## src/rtl/mult_add_seq.sv

```systemverilog
// mult_add_seq: rebuilds a dividend from its quotient, divisor and remainder,
// a = q*b + r, with a shift-add multiplier that handles one q bit per cycle.
//
// Ports
//   clk     rising-edge clock
//   rst     synchronous active-high reset
//   start   request a new operation; only looked at while idle
//   q, b, r unsigned quotient, divisor and remainder operands (N bits)
//   busy    high while an operation is in progress (RUN, ADJ, DONE)
//   done    one-cycle pulse when y, y_full and ovf take the new result
//   y       result truncated to N bits
//   y_full  full 2N-bit result
//   ovf     high when the result does not fit in N bits
//
// state | meaning
// ------+-------------------------------------------------------------
// IDLE  | waiting for start; operands are captured on the accepting edge
// RUN   | N cycles, one q bit per cycle added into the accumulator
// ADJ   | remainder added into the accumulator
// DONE  | result copied to the output registers, done pulsed

module mult_add_seq #(
    parameter int N = 4
) (
    input  logic           clk,
    input  logic           rst,
    input  logic           start,
    input  logic [N-1:0]   q,
    input  logic [N-1:0]   b,
    input  logic [N-1:0]   r,
    output logic           busy,
    output logic           done,
    output logic [N-1:0]   y,
    output logic [2*N-1:0] y_full,
    output logic           ovf
);

    localparam int CW = (N < 2) ? 1 : $clog2(N + 1);

    typedef enum logic [1:0] {
        IDLE = 2'd0,
        RUN  = 2'd1,
        ADJ  = 2'd2,
        DONE = 2'd3
    } state_t;

    state_t         state, state_n;
    logic [2*N-1:0] acc, acc_n;
    logic [N-1:0]   q_sh, q_sh_n;
    logic [N-1:0]   b_r, b_r_n;
    logic [N-1:0]   r_r, r_r_n;
    logic [CW-1:0]  cnt, cnt_n;
    logic           busy_n, done_n, ovf_n;
    logic [N-1:0]   y_n;
    logic [2*N-1:0] y_full_n;

    logic [2*N-1:0] b_ext;
    logic [2*N-1:0] r_ext;

    assign b_ext = {{N{1'b0}}, b_r};
    assign r_ext = {{N{1'b0}}, r_r};

    always_comb begin
        state_n  = state;
        acc_n    = acc;
        q_sh_n   = q_sh;
        b_r_n    = b_r;
        r_r_n    = r_r;
        cnt_n    = cnt;
        done_n   = 1'b0;
        y_n      = y;
        y_full_n = y_full;
        ovf_n    = ovf;

        case (state)
            IDLE: begin
                if (start) begin
                    q_sh_n  = q;
                    b_r_n   = b;
                    r_r_n   = r;
                    acc_n   = '0;
                    cnt_n   = '0;
                    state_n = RUN;
                end
            end
            RUN: begin
                // 2N bits hold (2^N-1)^2 + 2^N-1, so the sum cannot wrap
                if (q_sh[0]) begin
                    acc_n = acc + (b_ext << cnt);
                end
                q_sh_n = q_sh >> 1;
                cnt_n  = cnt + 1'b1;
                if (cnt == CW'(N - 1)) begin
                    state_n = ADJ;
                end
            end
            ADJ: begin
                acc_n   = acc + r_ext;
                state_n = DONE;
            end
            DONE: begin
                y_full_n = acc;
                y_n      = acc[N-1:0];
                ovf_n    = |acc[2*N-1:N];
                done_n   = 1'b1;
                state_n  = IDLE;
            end
            default: begin
                state_n = IDLE;
            end
        endcase

        // busy is registered, so it follows the state being entered
        busy_n = (state_n != IDLE);
    end

    always_ff @(posedge clk) begin
        if (rst) begin
            state  <= IDLE;
            acc    <= '0;
            q_sh   <= '0;
            b_r    <= '0;
            r_r    <= '0;
            cnt    <= '0;
            busy   <= 1'b0;
            done   <= 1'b0;
            y      <= '0;
            y_full <= '0;
            ovf    <= 1'b0;
        end else begin
            state  <= state_n;
            acc    <= acc_n;
            q_sh   <= q_sh_n;
            b_r    <= b_r_n;
            r_r    <= r_r_n;
            cnt    <= cnt_n;
            busy   <= busy_n;
            done   <= done_n;
            y      <= y_n;
            y_full <= y_full_n;
            ovf    <= ovf_n;
        end
    end

endmodule

```

## config.mk

```make
export PLATFORM = sky130hd
export DESIGN_NAME = mult_add_seq
export DESIGN_NICKNAME = d
export VERILOG_FILES = /design/src/rtl/mult_add_seq.sv
export SDC_FILE = /design/constraint.sdc
export NUM_CORES = 1
export LEC_CHECK = 0
export CELL_PAD_IN_SITES_DETAIL_PLACEMENT = 1
export CELL_PAD_IN_SITES_GLOBAL_PLACEMENT = 2
export CORE_MARGIN = 2
export CORE_UTILIZATION = 35
export DETAILED_ROUTE_END_ITERATION = 16
export GPL_TIMING_DRIVEN = 1
export PLACE_DENSITY = 0.85
export REMOVE_ABC_BUFFERS = 1
export SYNTH_ARGS = -nofsm -noshare
export SYNTH_HDL_FRONTEND = slang
export SYNTH_SLANG_ARGS = --single-unit
```

## constraint.sdc

```tcl
create_clock -name clk -period 4.5 [get_ports clk]
set_input_delay 0.9 -clock clk [delete_from_list [all_inputs] [get_ports clk]]
set_output_delay 0.9 -clock clk [all_outputs]
set_load 0.02 [all_outputs]
```

==> flow_metrics.env <==
export IMPL_tritoncts_clock_tree="done"
export IMPL_ctsRootBufferMaster="sky130_fd_sc_hd__clkbuf_8"
export IMPL_clk_transition_reported_paths_ps=70
export IMPL_drive_above_1_share=0.0684
export IMPL_grt_remaining_overflow=0
export IMPL_yosysWarnings=0
export IMPL_fin_skew_ps=8.99
export IMPL_clock_tree_htree_level_count=2
export IMPL_drcViolationCount=0
export IMPL_cts_buffers_inserted=5
export IMPL_critical_path_buf_inv_count=2
export IMPL_worstHoldEndpoint="r_r[1]"
export IMPL_worst_skew_pair_late_latency_ps=290
export IMPL_setup_total_negative_slack_ps=0
export IMPL_reg2reg_from="state[0]"
export IMPL_drt_pass1_iterations=4
export IMPL_avgRoutedWirePerCell_um=13.8
export IMPL_dp_final_hpwl_um=3670
export IMPL_slew_violations=0
export IMPL_hold_buffers=0
export IMPL_maxClockFrequency_ghz=0.365
export IMPL_synthesized_instance_count=244
export IMPL_worstSetupPathType="flip-flop to flip-flop"
export IMPL_leakage_nw=0.902
export IMPL_cp_max_stage_delay_ps=400
export IMPL_grt_first_pass_wirelength_um=8250
export IMPL_vdd_ir_drop_worst_mv=0.139
export IMPL_timing_max_slew_rel_slack=0.466
export IMPL_grtUsageMet1=0.195
export IMPL_grt_met2_usage=0.286
export IMPL_crit_path_start_kind="flip-flop"
export IMPL_r2r_setup_slk_ps=1760
export IMPL_synth_enable_flop_cells=0
export IMPL_drtIter0Drc=68
export IMPL_worstPathCellList="inv_1 -> ha_1 -> nor2_1 -> a32o_1 -> ha_1 -> inv_1 -> fa_1 -> nand2b_1 -> a21oi_1 -> o21a_1 -> o21ai_0 -> o311ai_0"
export IMPL_final_cell_mix="sky130_fd_sc_hd__dfxtp_1 (36), sky130_fd_sc_hd__nor2_1 (34), sky130_fd_sc_hd__clkdlybuf4s50_1 (29), sky130_fd_sc_hd__nand2_1 (28), sky130_fd_sc_hd__a21oi_1 (24)"
export IMPL_postSynthRegisterBits=36
export IMPL_r2r_cells=12
export IMPL_critPathSlowestCell="sky130_fd_sc_hd__dfxtp_1"
export IMPL_antennaDiodeCount=0
export IMPL_netlist_top_cell_by_area="sky130_fd_sc_hd__dfxtp_1"
export IMPL_timing_final_hold_violations=0
export IMPL_grt_setup_unrepaired="no"
export IMPL_port_buffers=29
export IMPL_antenna_left=0
export IMPL_crit_fanout=10
export IMPL_first_global_vias=1796
export IMPL_num_rows=28
export IMPL_layout_commonest_cell="sky130_fd_sc_hd__dfxtp_1"
export IMPL_layout_area_overhead_vs_synth_pct=16.3
export IMPL_setup_violations_final=0
export IMPL_status="complete, no violations"
export IMPL_timing_worst_slew_pin_value_ps=798
export IMPL_clock_sinks=36
export IMPL_postSynthAreaPerCell_um2=8.54
export IMPL_initial_core_util=0.356
export IMPL_worst_path_dominant_cell_family="adder cells"
export IMPL_grt_busiest_layer="met2"
export IMPL_synth_area_um2=2080
export IMPL_routed_via_density=5.08
export IMPL_power_density_nw_per_um2=278
export IMPL_layout_net_count=293
export IMPL_grt_use_total=0.161
export IMPL_gpl_final_weighted_congestion=0.771
export IMPL_standard_cell_core_area_um2=5850
export IMPL_maximum_number_of_pins_on_one_net_before_global_route_repair=23
export IMPL_hold_class="flip-flop to flip-flop"
export IMPL_reg2reg_to="acc[6]"
export IMPL_synth_top_cell_area_share=0.346
export IMPL_holdWs_ps=467
export IMPL_min_delay_path_depth=2
export IMPL_arrival_ps=2910
export IMPL_synth_area_top_cells="sky130_fd_sc_hd__dfxtp_1 (35%), sky130_fd_sc_hd__ha_1 (8.4%), sky130_fd_sc_hd__mux2i_1 (7.7%), sky130_fd_sc_hd__nor2_1 (6.1%), sky130_fd_sc_hd__a21oi_1 (5.8%)"
export IMPL_antenna_found_initial=0
export IMPL_period_minus_slack_ps=2740
export IMPL_min_delay_start="r_r[1]"
export IMPL_yosys_cell_types_count=49
export IMPL_die_boundary_width_um=81.2
export IMPL_dieArea_um2=6590
export IMPL_max_clock_path_buffers=2
export IMPL_drt_total_wl_um=4680
export IMPL_synth_seq_area_share=0.346
export IMPL_top_level_ports=30
export IMPL_vias=1716
export IMPL_finalCritPeriodShare=0.610
export IMPL_die_height_um=81.2
export IMPL_postCtsResizedCells=0
export IMPL_timing_critical_path_to_type="flip-flop"
export IMPL_required_ps=4670
export IMPL_post_cts_setup_buffer_count=0
export IMPL_synth_flop_cell="sky130_fd_sc_hd__dfxtp_1"
export IMPL_met3_usage=0.0333
export IMPL_cap_violations=0
export IMPL_ys_async_sr_fraction=0
[how the worst max path moves through the flow]
stage | depth (start not counted) | start | endpoint
after floorplan | 11 | state[0] | acc[6]
after global placement | 5 | start | acc[6]
final | 12 | state[0] | acc[6]
after global routing | 12 | state[0] | acc[6]
after CTS | 12 | state[0] | acc[6]
after detailed placement | 5 | start | acc[6]
[through the flow]
stage / cell area (um^2) / setup slack (ps) / total power, mW / utilization / std cells
floorplan: 1960 / 2110 / 0.421 / - / 226
global placement: 2350 / 1760 / 0.462 / 0.401 / 331
detailed placement: 2350 / 1690 / 0.465 / 0.401 / 331
CTS: 2420 / 1760 / 0.688 / 0.414 / 338
global route: 2420 / 1490 / 0.717 / 0.414 / 338
finish: 2420 / 1760 / 0.674 / 0.414 / 338
[kinds of logic (layout without fill, tap and decap cells)]
kind of cell,after synthesis,count (layout),synth area share
fa+ha+maj,15,15,0.0936
simple gates,98,98,0.235
mux,18,18,0.0930
flops,36,36,0.346
compound gates,48,48,0.146
xor+xnor,2,2,0.00840
buf+inv,27,46,0.0780
[metal layers]
metal  routed length [um]  vias to the layer above
met5                    0                        -
met4                   55                        0
met3                  135                        8
met2                 2300                       29
met1                 2190                      801
li1                     -                      878
[state kept, by name (all words and copies together), names as in the netlist]
name and cells:
ovf 1, cnt 3, state 2, y 3, busy 1, b_r 4, y_full 5, r_r 4
done 1, acc 8, q_sh 4
[Yosys cell counts, types with 2 or more instances]
library cell                n
sky130_fd_sc_hd__a22o_1     2
sky130_fd_sc_hd__dfxtp_1   36
sky130_fd_sc_hd__nor2b_1    2
sky130_fd_sc_hd__nor3_1     3
sky130_fd_sc_hd__o21ai_0    6
sky130_fd_sc_hd__buf_6      4
sky130_fd_sc_hd__nand3b_1   5
sky130_fd_sc_hd__mux2i_1   16
sky130_fd_sc_hd__nand2_1   28
sky130_fd_sc_hd__nand3_1    7
sky130_fd_sc_hd__nor2_1    34
sky130_fd_sc_hd__inv_1      9
sky130_fd_sc_hd__a211oi_1   6
sky130_fd_sc_hd__buf_4      5
sky130_fd_sc_hd__clkbuf_1   6
sky130_fd_sc_hd__ha_1      14
sky130_fd_sc_hd__a21oi_1   24
sky130_fd_sc_hd__nor4_1     3
sky130_fd_sc_hd__nand2b_1   4
[cell type report]
| class | count | area (um^2) |
|---|---|---|
| flip-flops and latches | 36 | 721 |
| multi-input cells | 181 | 1200 |
| clock buffers | 6 | 72.6 |
| inverters | 9 | 33.8 |
| repair buffers | 30 | 298 |
| well taps | 75 | 93.8 |
| fillers | 719 | 3430 |
| clock inverters | 1 | 5.00 |
[where the power goes]
part           switching, mW  leakage (nW)  total [mW]  internal [mW]
clock                  0.113        0.0410       0.218          0.105
combinational         0.0626         0.568       0.111         0.0484
sequential            0.0125         0.293       0.345          0.332
total                  0.188         0.902       0.674          0.486
[worst min-delay path: stages, from the launching register on]
cell and delay [ps]:
sky130_fd_sc_hd__dfxtp_1 320, sky130_fd_sc_hd__nand2_1 50, sky130_fd_sc_hd__a21oi_1 50
No activity file was read; power rests on OpenSTA's default activity.
